**config.mk**
```make
export PLATFORM = sky130hd
export DESIGN_NAME = uart_rx_fifo
export DESIGN_NICKNAME = d
export VERILOG_FILES = /design/src/rtl/uart_pkg.sv /design/src/rtl/uart_sync_fifo.sv /design/src/rtl/uart_rx_fifo.sv
export SDC_FILE = /design/constraint.sdc
export NUM_CORES = 1
export LEC_CHECK = 0
export ABC_AREA = 0
export CORE_MARGIN = 2
export CORE_UTILIZATION = 35
export DETAILED_ROUTE_END_ITERATION = 10
export PLACE_DENSITY = 0.48
export SETUP_SLACK_MARGIN = 0.2
export SYNTH_ARGS = -nofsm -noshare
export SYNTH_HDL_FRONTEND = slang
export SYNTH_SLANG_ARGS = --single-unit
export TNS_END_PERCENT = 30
```
**constraint.sdc**
```tcl
create_clock -name clk -period 2.9 [get_ports clk]
set_input_delay 0.58 -clock clk [delete_from_list [all_inputs] [get_ports clk]]
set_output_delay 0.58 -clock clk [all_outputs]
set_load 0.03 [all_outputs]
```
**src/rtl/uart_pkg.sv**
```systemverilog
// Shared UART types: parity mode, receiver states and the packed frame entry.
package uart_pkg;

  typedef enum logic [1:0] {
    PAR_NONE = 2'd0,
    PAR_ODD  = 2'd1,
    PAR_EVEN = 2'd2
  } parity_t;

  typedef enum logic [2:0] {
    RX_IDLE   = 3'd0,
    RX_START  = 3'd1,
    RX_DATA   = 3'd2,
    RX_PARITY = 3'd3,
    RX_STOP   = 3'd4,
    RX_BRKWT  = 3'd5
  } rx_state_t;

  localparam int PAYLOAD_MAX = 9;

  typedef struct packed {
    logic                   brk;
    logic                   frm;
    logic                   par;
    logic [PAYLOAD_MAX-1:0] data;
  } rx_entry_t;

  function automatic logic majority3(input logic a, input logic b, input logic c);
    return (a & b) | (a & c) | (b & c);
  endfunction

endpackage

```
**src/rtl/uart_sync_fifo.sv**
```systemverilog
// First-word-fall-through synchronous FIFO; when empty the output holds the last popped word.
module uart_sync_fifo #(
  parameter int WIDTH = 8,
  parameter int DEPTH = 4
) (
  input  logic                     clk,
  input  logic                     resetn,
  input  logic                     i_push,
  input  logic [WIDTH-1:0]         i_data,
  input  logic                     i_pop,
  output logic [WIDTH-1:0]         o_data,
  output logic                     o_full,
  output logic                     o_empty,
  output logic [$clog2(DEPTH):0]   o_level,
  output logic                     o_overrun
);
  localparam int AW = $clog2(DEPTH);
  localparam int LW = AW + 1;

  logic [WIDTH-1:0] r_mem [DEPTH];
  logic [AW-1:0]    r_wr_ptr;
  logic [AW-1:0]    r_rd_ptr;
  logic [LW-1:0]    r_level;
  logic [WIDTH-1:0] r_hold;
  logic             r_ovr;
  logic             w_pop;
  logic             w_wr;

  assign o_empty   = (r_level == '0);
  assign o_full    = (r_level == LW'(DEPTH));
  assign w_pop     = i_pop & ~o_empty;
  // a full FIFO still accepts a push when the same cycle frees a slot
  assign w_wr      = i_push & (~o_full | w_pop);
  assign o_data    = o_empty ? r_hold : r_mem[r_rd_ptr];
  assign o_level   = r_level;
  assign o_overrun = r_ovr;

  always_ff @(posedge clk) begin
    if (w_wr) r_mem[r_wr_ptr] <= i_data;
  end

  always_ff @(posedge clk) begin
    if (!resetn) begin
      r_wr_ptr <= '0;
      r_rd_ptr <= '0;
      r_level  <= '0;
      r_hold   <= '0;
      r_ovr    <= 1'b0;
    end else begin
      r_ovr <= i_push & o_full & ~w_pop;
      if (w_wr) r_wr_ptr <= r_wr_ptr + AW'(1);
      if (w_pop) begin
        r_rd_ptr <= r_rd_ptr + AW'(1);
        r_hold   <= r_mem[r_rd_ptr];
      end
      case ({w_wr, w_pop})
        2'b10:   r_level <= r_level + LW'(1);
        2'b01:   r_level <= r_level - LW'(1);
        default: r_level <= r_level;
      endcase
    end
  end

endmodule

```
**src/rtl/uart_rx_fifo.sv**
```systemverilog
// Oversampling UART receiver with majority-vote bit decisions, per-frame status and frame FIFO.
//  state     | meaning
//  RX_IDLE   | waiting for a falling edge on the synced line
//  RX_START  | validating the start bit at mid-sample
//  RX_DATA   | shifting payload bits LSB first
//  RX_PARITY | checking the parity bit
//  RX_STOP   | checking stop bits, frame pushed after the last
//  RX_BRKWT  | line held low after a BREAK, waiting for idle
module uart_rx_fifo
  import uart_pkg::*;
#(
  parameter int      CLK_HZ       = 50_000_000,
  parameter int      BIT_RATE     = 115_200,
  parameter int      OVERSAMPLE   = 16,
  parameter int      PAYLOAD_BITS = 8,
  parameter int      STOP_BITS    = 1,
  parameter parity_t PARITY       = PAR_NONE,
  parameter int      FIFO_DEPTH   = 4
) (
  input  logic                            clk,
  input  logic                            resetn,
  input  logic                            uart_rxd,
  input  logic                            uart_rx_en,
  output logic [PAYLOAD_BITS-1:0]         rx_data,
  output logic                            rx_parity_err,
  output logic                            rx_frame_err,
  output logic                            rx_break,
  output logic                            rx_valid,
  input  logic                            rx_ready,
  output logic                            rx_overrun,
  output logic [$clog2(FIFO_DEPTH):0]     rx_level
);
  localparam int DIV = CLK_HZ / (BIT_RATE * OVERSAMPLE);
  localparam int MID = OVERSAMPLE / 2;
  localparam int DW  = (DIV > 1) ? $clog2(DIV) : 1;
  localparam int SW  = $clog2(OVERSAMPLE);
  localparam int EW  = PAYLOAD_BITS + 3;

  if (DIV < 1) begin : g_div_check
    $error("uart_rx_fifo: CLK_HZ too low for BIT_RATE*OVERSAMPLE");
  end

  rx_state_t         r_state, w_next;
  logic              r_sync1, r_sync2, r_rxd_q;
  logic [DW-1:0]     r_div_cnt;
  logic [SW-1:0]     r_smp_cnt;
  logic [3:0]        r_bit_cnt;
  logic              r_s0, r_s1;
  logic [PAYLOAD_BITS-1:0] r_shift;
  logic              r_par_err, r_frm_err, r_par_bit, r_stop_low;
  logic              r_push;
  logic [EW-1:0]     r_entry;

  logic w_tick, w_mid, w_bit, w_fall, w_last_data, w_last_stop;
  logic w_exp_par, w_brk, w_frm;
  logic w_start, w_shift_en, w_par_en, w_stop_en, w_done;
  logic w_empty, w_full;
  logic [EW-1:0] w_head;

  assign w_tick      = (r_state != RX_IDLE) && (r_div_cnt == DW'(DIV - 1));
  assign w_mid       = w_tick && (r_smp_cnt == SW'(MID + 1));
  assign w_bit       = majority3(r_s0, r_s1, r_sync2);
  assign w_fall      = r_rxd_q & ~r_sync2;
  assign w_last_data = (r_bit_cnt == 4'(PAYLOAD_BITS - 1));
  assign w_last_stop = (r_bit_cnt == 4'(STOP_BITS - 1));
  assign w_exp_par   = (PARITY == PAR_EVEN) ? ^r_shift : ~^r_shift;
  assign w_frm       = r_frm_err | ~w_bit;
  assign w_brk       = (r_shift == '0) && !r_par_bit && r_stop_low && !w_bit;

  always_ff @(posedge clk) begin
    if (!resetn) r_state <= RX_IDLE;
    else         r_state <= w_next;
  end

  always_comb begin
    w_next = r_state;
    if (!uart_rx_en) begin
      w_next = RX_IDLE;
    end else begin
      case (r_state)
        RX_IDLE:   if (w_fall) w_next = RX_START;
        RX_START:  if (w_mid) w_next = w_bit ? RX_IDLE : RX_DATA;
        RX_DATA:   if (w_mid && w_last_data) w_next = (PARITY != PAR_NONE) ? RX_PARITY : RX_STOP;
        RX_PARITY: if (w_mid) w_next = RX_STOP;
        RX_STOP:   if (w_mid && w_last_stop) w_next = w_brk ? RX_BRKWT : RX_IDLE;
        RX_BRKWT:  if (r_sync2) w_next = RX_IDLE;
        default:   w_next = RX_IDLE;
      endcase
    end
  end

  always_comb begin
    w_start    = 1'b0;
    w_shift_en = 1'b0;
    w_par_en   = 1'b0;
    w_stop_en  = 1'b0;
    if (uart_rx_en) begin
      w_start    = (r_state == RX_IDLE) && w_fall;
      w_shift_en = (r_state == RX_DATA) && w_mid;
      w_par_en   = (r_state == RX_PARITY) && w_mid;
      w_stop_en  = (r_state == RX_STOP) && w_mid;
    end
    w_done = w_stop_en && w_last_stop;
  end

  always_ff @(posedge clk) begin
    if (!resetn) begin
      r_sync1    <= 1'b1;
      r_sync2    <= 1'b1;
      r_rxd_q    <= 1'b1;
      r_div_cnt  <= '0;
      r_smp_cnt  <= '0;
      r_bit_cnt  <= '0;
      r_s0       <= 1'b1;
      r_s1       <= 1'b1;
      r_shift    <= '0;
      r_par_err  <= 1'b0;
      r_frm_err  <= 1'b0;
      r_par_bit  <= 1'b0;
      r_stop_low <= 1'b1;
      r_push     <= 1'b0;
      r_entry    <= '0;
    end else begin
      r_sync1 <= uart_rxd;
      r_sync2 <= r_sync1;
      r_rxd_q <= r_sync2;
      // divider and sample phase stay parked at 0 while idle so each frame starts aligned
      if (r_state == RX_IDLE) begin
        r_div_cnt <= '0;
        r_smp_cnt <= '0;
      end else if (w_tick) begin
        r_div_cnt <= '0;
        r_smp_cnt <= (r_smp_cnt == SW'(OVERSAMPLE - 1)) ? '0 : r_smp_cnt + SW'(1);
      end else begin
        r_div_cnt <= r_div_cnt + DW'(1);
      end
      if (w_tick && r_smp_cnt == SW'(MID - 1)) r_s0 <= r_sync2;
      if (w_tick && r_smp_cnt == SW'(MID))     r_s1 <= r_sync2;
      if (w_start) begin
        r_bit_cnt  <= '0;
        r_par_err  <= 1'b0;
        r_frm_err  <= 1'b0;
        r_par_bit  <= 1'b0;
        r_stop_low <= 1'b1;
      end
      if (w_shift_en) begin
        r_shift   <= {w_bit, r_shift[PAYLOAD_BITS-1:1]};
        r_bit_cnt <= w_last_data ? 4'd0 : r_bit_cnt + 4'd1;
      end
      if (w_par_en) begin
        r_par_err <= (w_bit != w_exp_par);
        r_par_bit <= w_bit;
      end
      if (w_stop_en) begin
        r_frm_err  <= w_frm;
        r_stop_low <= r_stop_low & ~w_bit;
        r_bit_cnt  <= w_last_stop ? 4'd0 : r_bit_cnt + 4'd1;
      end
      r_push <= w_done;
      if (w_done) r_entry <= {w_brk, w_frm, r_par_err, r_shift};
    end
  end

  uart_sync_fifo #(
    .WIDTH (EW),
    .DEPTH (FIFO_DEPTH)
  ) u_fifo (
    .clk       (clk),
    .resetn    (resetn),
    .i_push    (r_push),
    .i_data    (r_entry),
    .i_pop     (rx_ready),
    .o_data    (w_head),
    .o_full    (w_full),
    .o_empty   (w_empty),
    .o_level   (rx_level),
    .o_overrun (rx_overrun)
  );

  assign rx_data       = w_head[PAYLOAD_BITS-1:0];
  assign rx_parity_err = w_head[PAYLOAD_BITS];
  assign rx_frame_err  = w_head[PAYLOAD_BITS+1];
  assign rx_break      = w_head[PAYLOAD_BITS+2];
  assign rx_valid      = ~w_empty;

endmodule

```
==> results of run 1 <==
what timing repair did:
item	CTS	global route
hold buffers	0	0
gates resized for setup	13	5
setup endpoints to repair	11	11
gates cloned	0	0
flip-flops by register name, indices dropped and copies added, names as in the netlist, 2 cells and up, named ones only:
| register | cells |
|---|---|
| r_div_cnt | 5 |
| r_smp_cnt | 4 |
| u_fifo.r_rd_ptr | 2 |
| r_state | 3 |
| r_shift | 8 |
| u_fifo.o_level | 3 |
| u_fifo.r_hold | 11 |
| r_entry | 11 |
| u_fifo.r_mem | 44 |
| u_fifo.r_wr_ptr | 2 |
| r_bit_cnt | 4 |
kinds of logic (layout without fill, tap and decap cells):
kind of cell	count (synthesis)	after routing	synth area share, %
fa+ha+maj	18	18	4.79
simple gates	148	148	16.1
mux	34	34	10.2
buf+inv	45	74	3.65
compound gates	54	54	8.26
xor+xnor	13	13	2.36
flops	110	110	54.7
through the flow:
stage | power [mW] | hold WS, ps | setup WS [ps] | std cells | area (sq um)
2_1_floorplan | 1.66 | 386 | 305 | 422 | 4830
6_report | 2.89 | 415 | 233 | 627 | 5560
3_3_place_gp | 1.67 | 392 | 147 | 611 | 5280
4_1_cts | 2.93 | 414 | 200 | 627 | 5570
3_5_place_dp | 1.67 | 396 | 39.9 | 611 | 5280
5_1_grt | 3.01 | 429 | 161 | 627 | 5560
final cells by class:
cell class                      instances  share of cell area [%]
Tap cell                              176                    3.96
Clock inverter                          6                    1.22
Timing Repair Buffer                   34                    5.18
Sequential cell                       110                    47.6
Clock buffer                           10                    4.12
Inverter                               24                    1.62
Multi-Input combinational cell        267                    36.3
power by group through the flow:
stage,registers [mW],clock network (mW),logic [mW]
after floorplan,1.63,0,0.0271
after global placement,1.63,0,0.0394
after detailed placement,1.63,0,0.0395
after global routing,1.60,1.36,0.0435
final,1.60,1.26,0.0390
after CTS,1.60,1.29,0.0395
cells in the final DEF, fill, tap and decap left out, types with 7 or more instances in the layout:
cell type and n:
clkdlybuf4s50_1 8, xnor2_1 10, dfxtp_1 66, and2_1 15, mux2_1 10, nand2_1 60, nand3_1 11, clkbuf_16 9
buf_4 13, ha_1 16, nor2b_1 7, mux4_2 11, a21boi_1 24, inv_1 21, edfxtp_1 44, dlygate4sd2_1 8
nor2_1 12, mux2i_1 12
worst max path at each step:
stage,to,slack [ps],depth (start not counted)
after CTS,rx_data[3],200,4
after global routing,u_fifo.o_level[2],160,10
final,rx_data[3],230,4
after global placement,u_fifo.o_level[2],150,10
after floorplan,u_fifo.o_level[2],310,11
after detailed placement,u_fifo.o_level[2],40,10
layer usage:
metal | share of wire (%) | vias to the layer above | routed length, um | track usage [%]
li1 | - | 1547 | - | -
met1 | 50 | 1437 | 4320 | 18.1
met2 | 46 | 39 | 3970 | 19.9
met3 | 2.9 | 10 | 255 | 2.54
met4 | 1.7 | 0 | 151 | 6.03
met5 | 0 | - | 0 | 0
worst max-delay path: cells and delay by family (launching register included):
| family | cells | cell delay [ps] |
|---|---|---|
| DFF | 1 | 360 |
| buffers and inverters | 2 | 520 |
| muxes | 2 | 840 |
==> run_results.csv, run 1 <==
group,metric,value,unit
outcome,status,"complete, no violations",
route,viasPerCell,4.84,
critical_path,worstPathMaxFanout,11,
critical_path,crit_chain,"buf_12 > mux4_2 > mux2_1 > dlygate4sd2_1",
placement,dp_hpwl,5860,um
sta,setup_viol,0,
clocking,worstSkewPairLatency,350,ps
pwr,p_sw,0.604,mW
sta,finalClockSkew,8.16,ps
layout,fin_util,41.6,%
critical_path,max_stage_delay,540,ps
global_route,grt_pass1_wl,14900,um
sta,worst_slew_pin_slew,623,ps
floorplan,placementRows,42,
flow_run,drv_cap,0,
logic_synthesis,synth.net_count,444,
pwr,pwr-share-clk,43.4,%
floorplan,boundaryPins,21,
route,drt_wl_total,8700,um
clocking,cts_setup_buffers,0,
layout,final_layout_size_suffix_gt1_share,11.3,%
pwr,power.density,521,mW/mm^2
route,drc,0,
global_route,grt_overflow,0,
layout,area_delta_synth_final,15.0,%
critical_path,r2r_start,"u_fifo.o_level[0]",
layout,nFillCells,1296,
sta,fin_crit,2670,ps
hold_path,hold_start,"r_sync1",
global_route,gr-usage-all-layers,13.1,%
logic_synthesis,ys.flop_type,"dfxtp_1",
pwr,p_comb_share,1.3,%
logic_synthesis,synth_cells,422,
clocking,clkSinkCount,110,
sta,setup-tns-final,0,ps
sta,period_share,91.9,%
global_route,first_global_vias,2859,
logic_synthesis,yosysWarnings,0,
route,wl_per_cell,13.9,um
pwr,p_sw_share,20.9,%
hold_path,whs_endpoint,"r_sync2",
logic_synthesis,synth_commonest_cells,"66 x dfxtp_1, 60 x nand2_1, 44 x edfxtp_1, 24 x a21boi_1, 21 x inv_1",
sta,fmax,375,MHz
sta,final_max_slew_viol_count,0,
sta,rsz0062_at_grt,"yes",
logic_synthesis,yosys.cell_count.top_type,"dfxtp_1",
pwr,seq_power_share,55.2,%
logic_synthesis,ys_ff_latch,110,
sta,finalHoldViolations,0,
pwr,irDropWorstVdd,285,uV
logic_synthesis,yosysTopAreaCell,"dfxtp_1",
logic_synthesis,synth_top_cells_by_area,"dfxtp_1 27%, edfxtp_1 27%, mux4_2 5.1%",
layout,register_area,0.00264,sq mm
critical_path,reg2reg_to,"u_fifo.o_level[2]",
route,vias,3033,
hold_path,min_path_type,"reg -> reg",
logic_synthesis,synth_top_area_share,27.3,%
critical_path,critPathArrivalTime,2090,ps
critical_path,critPathLaunchType,"flop",
logic_synthesis,synth_area_per_cell,11.5,sq um
route,initialDrtViolationCount,137,
placement,routabilityCongestion,0.736,
logic_synthesis,async_reset_ff_share,0,%
floorplan,die_h,122,um
logic_synthesis,yosysUniqueCellTypes,60,
pwr,power_leakage,2.04,nW
clocking,cts_inserted_buffers,9,
clocking,clkTransAtPathRegs,70,ps
logic_synthesis,synth_area,0.00483,sq mm
floorplan,core-area,0.0133,sq mm
logic_synthesis,synth-seq-area-share,54.7,%
critical_path,critPathCaptureType,"output port",
critical_path,crit_required,2320,ps
global_route,antenna_found_initial,0,
logic_synthesis,synth_edf_count,44,
critical_path,r2r_setup_slack,680,ps
clocking,cts_root_buf,"clkbuf_16",
hold_path,hold_path_depth,1,
clocking,htree_levels,3,
pwr,internal-power,2.29,mW
global_route,grt_max_degree,41,
sta,slew_headroom,58.1,%
critical_path,slowest_stage,"mux4_2",
route,drtPass1Iterations,4,
layout,num_antenna_cells,0,
layout,multi_input_area,0.00202,sq mm
floorplan,initial_core_util,36.2,%
floorplan,die_area,0.0148,sq mm
critical_path,reg2regPathDepth,9,
placement,port_buffers,20,
floorplan,die-width,122,um
route,ant_nets,0,
layout,fin_nets,468,
critical_path,critical_path_class,"reg -> out",
clocking,clockBufferDepth,2,
clocking,cts_tree,"done",
No activity file was read; power rests on OpenSTA's default activity.
==> run 2: changes to the inputs <==
ABC_AREA = default   (was 0)
==> results of run 2 <==
The final DEF is identical to that of run 1; final timing and power are the same.
==> run 3: changes to the inputs <==
CTS_BUF_LIST = sky130_fd_sc_hd__clkbuf_8 sky130_fd_sc_hd__clkbuf_16   (was default)
==> run 3 against run 2 <==
- first-iteration DRC count increased by 0.73%
- core utilization unchanged
- sequential share of layout area unchanged
- non-clock buffer count unchanged
- largest cell class unchanged
- worst setup slack about the same
- count of clock-buffer cells in the layout decreased by 1
- critical path type unchanged
- register-to-register slack about the same
- critical path depth unchanged
- sequential power about the same
- routed wire length unchanged
- final cell count unchanged
- fmax about the same
==> run_results.csv, run 3 (same netlist as run 1, synthesis figures left out) <==
group,metric,value,unit
critical_path,slowest_stage,"mux4_2",
floorplan,die-width,122,um
floorplan,core-area,0.0133,sq mm
placement,dpl_cell_area,0.00528,sq mm
critical_path,critical_path_class,"reg -> out",
route,ant_nets,0,
layout,final_layout_size_suffix_gt1_share,11.3,%
global_route,antenna_found_initial,0,
critical_path,max_stage_delay,540,ps
outcome,status,"complete, no violations",
route,drt_wl_total,8700,um
critical_path,critPathLaunchType,"flop",
pwr,irDropWorstVdd,285,uV
layout,register_area,0.00264,sq mm
sta,setup-tns-final,0,ps
layout,reg_top3,"u_fifo.r_mem: 44 flops, r_entry: 11 flops, u_fifo.r_hold: 11 flops",
layout,top_register,"u_fifo.r_mem",
sta,finalHoldViolations,0,
sta,finalClockSkew,8.16,ps
route,wl_met2,3970,um
sta,setup_viol,0,
pwr,power_leakage,2.04,nW
pwr,p_total,2.89,mW
clocking,worstSkewPairLatency,350,ps
sta,worst_slew_pin_slew,623,ps
critical_path,crit_chain,"buf_12 > mux4_2 > mux2_1 > dlygate4sd2_1",
pwr,pwr-share-clk,43.3,%
route,dr_wl_met3,255,um
route,drc,0,
route,initialDrtViolationCount,138,
global_route,gr-usage-all-layers,13.1,%
layout,final_cell_mix,"66 x dfxtp_1, 60 x nand2_1, 44 x edfxtp_1",
global_route,grt_max_degree,41,
clocking,clkSinkCount,110,
clocking,htree_levels,3,
pwr,p_sw,0.604,mW
layout,num_antenna_cells,0,
clocking,cts_tree,"done",
critical_path,critPathArrivalTime,2090,ps
placement,routabilityCongestion,0.736,
global_route,first_global_vias,2859,
layout,multi_input_area,0.00202,sq mm
clocking,cts_root_buf,"clkbuf_16",
pwr,internal-power,2.29,mW
layout,fin_area,0.00556,sq mm
sta,final_max_slew_viol_count,0,
layout,fin_nets,468,
sta,holdWs,415,ps
route,top_layer,"met4",
route,drtPass1Iterations,4,
pwr,p_comb_share,1.3,%
pwr,power.density,520,mW/mm^2
critical_path,critPathCaptureType,"output port",
layout,final_common_cell,"dfxtp_1",
layout,largest_register_ffs,44,
layout,area_delta_synth_final,15.0,%
clocking,holdBufCountCts,0,
clocking,cts_setup_buffers,0,
sta,slew_headroom,58.1,%
critical_path,r2r_setup_slack,680,ps
critical_path,crit_required,2320,ps
floorplan,placementRows,42,
global_route,grt_pass1_wl,14900,um
flow_run,drv_cap,0,
pwr,seq_power_share,55.3,%
floorplan,die_h,122,um
clocking,clockBufferDepth,2,
layout,nFillCells,1296,
floorplan,initial_core_util,36.2,%
route,vias,3032,
layout,fin_util,41.6,%
placement,port_buffers,20,
pwr,p_sw_share,20.9,%
clocking,clkTransAtPathRegs,70,ps
hold_path,min_path_type,"reg -> reg",
sta,fmax,375,MHz
route,viasPerCell,4.84,
floorplan,die_area,0.0148,sq mm
placement,dp_hpwl,5860,um
sta,rsz0062_at_grt,"yes",
sta,fin_crit,2670,ps
route,wl_met1,4330,um
floorplan,boundaryPins,21,
global_route,grt_overflow,0,
clocking,cts_inserted_buffers,9,
critical_path,worstPathMaxFanout,11,
sta,period_share,92.0,%
route,wl_per_cell,13.9,um
run 3: what timing repair did:
action                                  CTS  global route
gates cloned                              0             0
endpoints found under the setup margin   11            11
resized for setup                        13             5
run 3: worst paths after layout:
path | startpoint | to | cells after the start
worst min-delay path | r_sync1 | r_sync2 | 1
worst min register to register | r_sync1 | r_sync2 | 1
worst max-delay path | flop | rx_data[3] | 4
worst max register to register | u_fifo.o_level[0] | u_fifo.o_level[2] | 9
run 3: power by group through the flow:
stage	Clock [mW]	Sequential, mW	Combinational [mW]
floorplan	0	1.63	0.0271
CTS	1.29	1.60	0.0395
detailed placement	0	1.63	0.0395
finish	1.25	1.60	0.0390
global placement	0	1.63	0.0394
global route	1.36	1.60	0.0435
run 3: layer usage:
layer / track usage, % / vias to the layer above
met2: 19.9 / 39
met1: 18.1 / 1436
li1: - / 1547
met4: 6.03 / 0
met3: 2.54 / 10
met5: 0 / -
run 3: area by class of cell:
cell class	instances	share of cell area, %
clock inverter	7	1.28
clock buffer	9	4.05
sequential	110	47.6
timing repair buffer	34	5.18
inverter	24	1.62
tap	176	3.96
multi-input combinational	267	36.3
run 3: per-stage QoR:
step | instances | setup WS, ps
2_1_floorplan | 422 | 305
3_3_place_gp | 611 | 147
3_5_place_dp | 611 | 39.9
5_1_grt | 627 | 161
4_1_cts | 627 | 200
6_report | 627 | 233
run 3: critical path: cells and delay by family (launching register included):
kind     cells  cell delay, ps
mux          2             840
flops        1             360
buf+inv      2             520
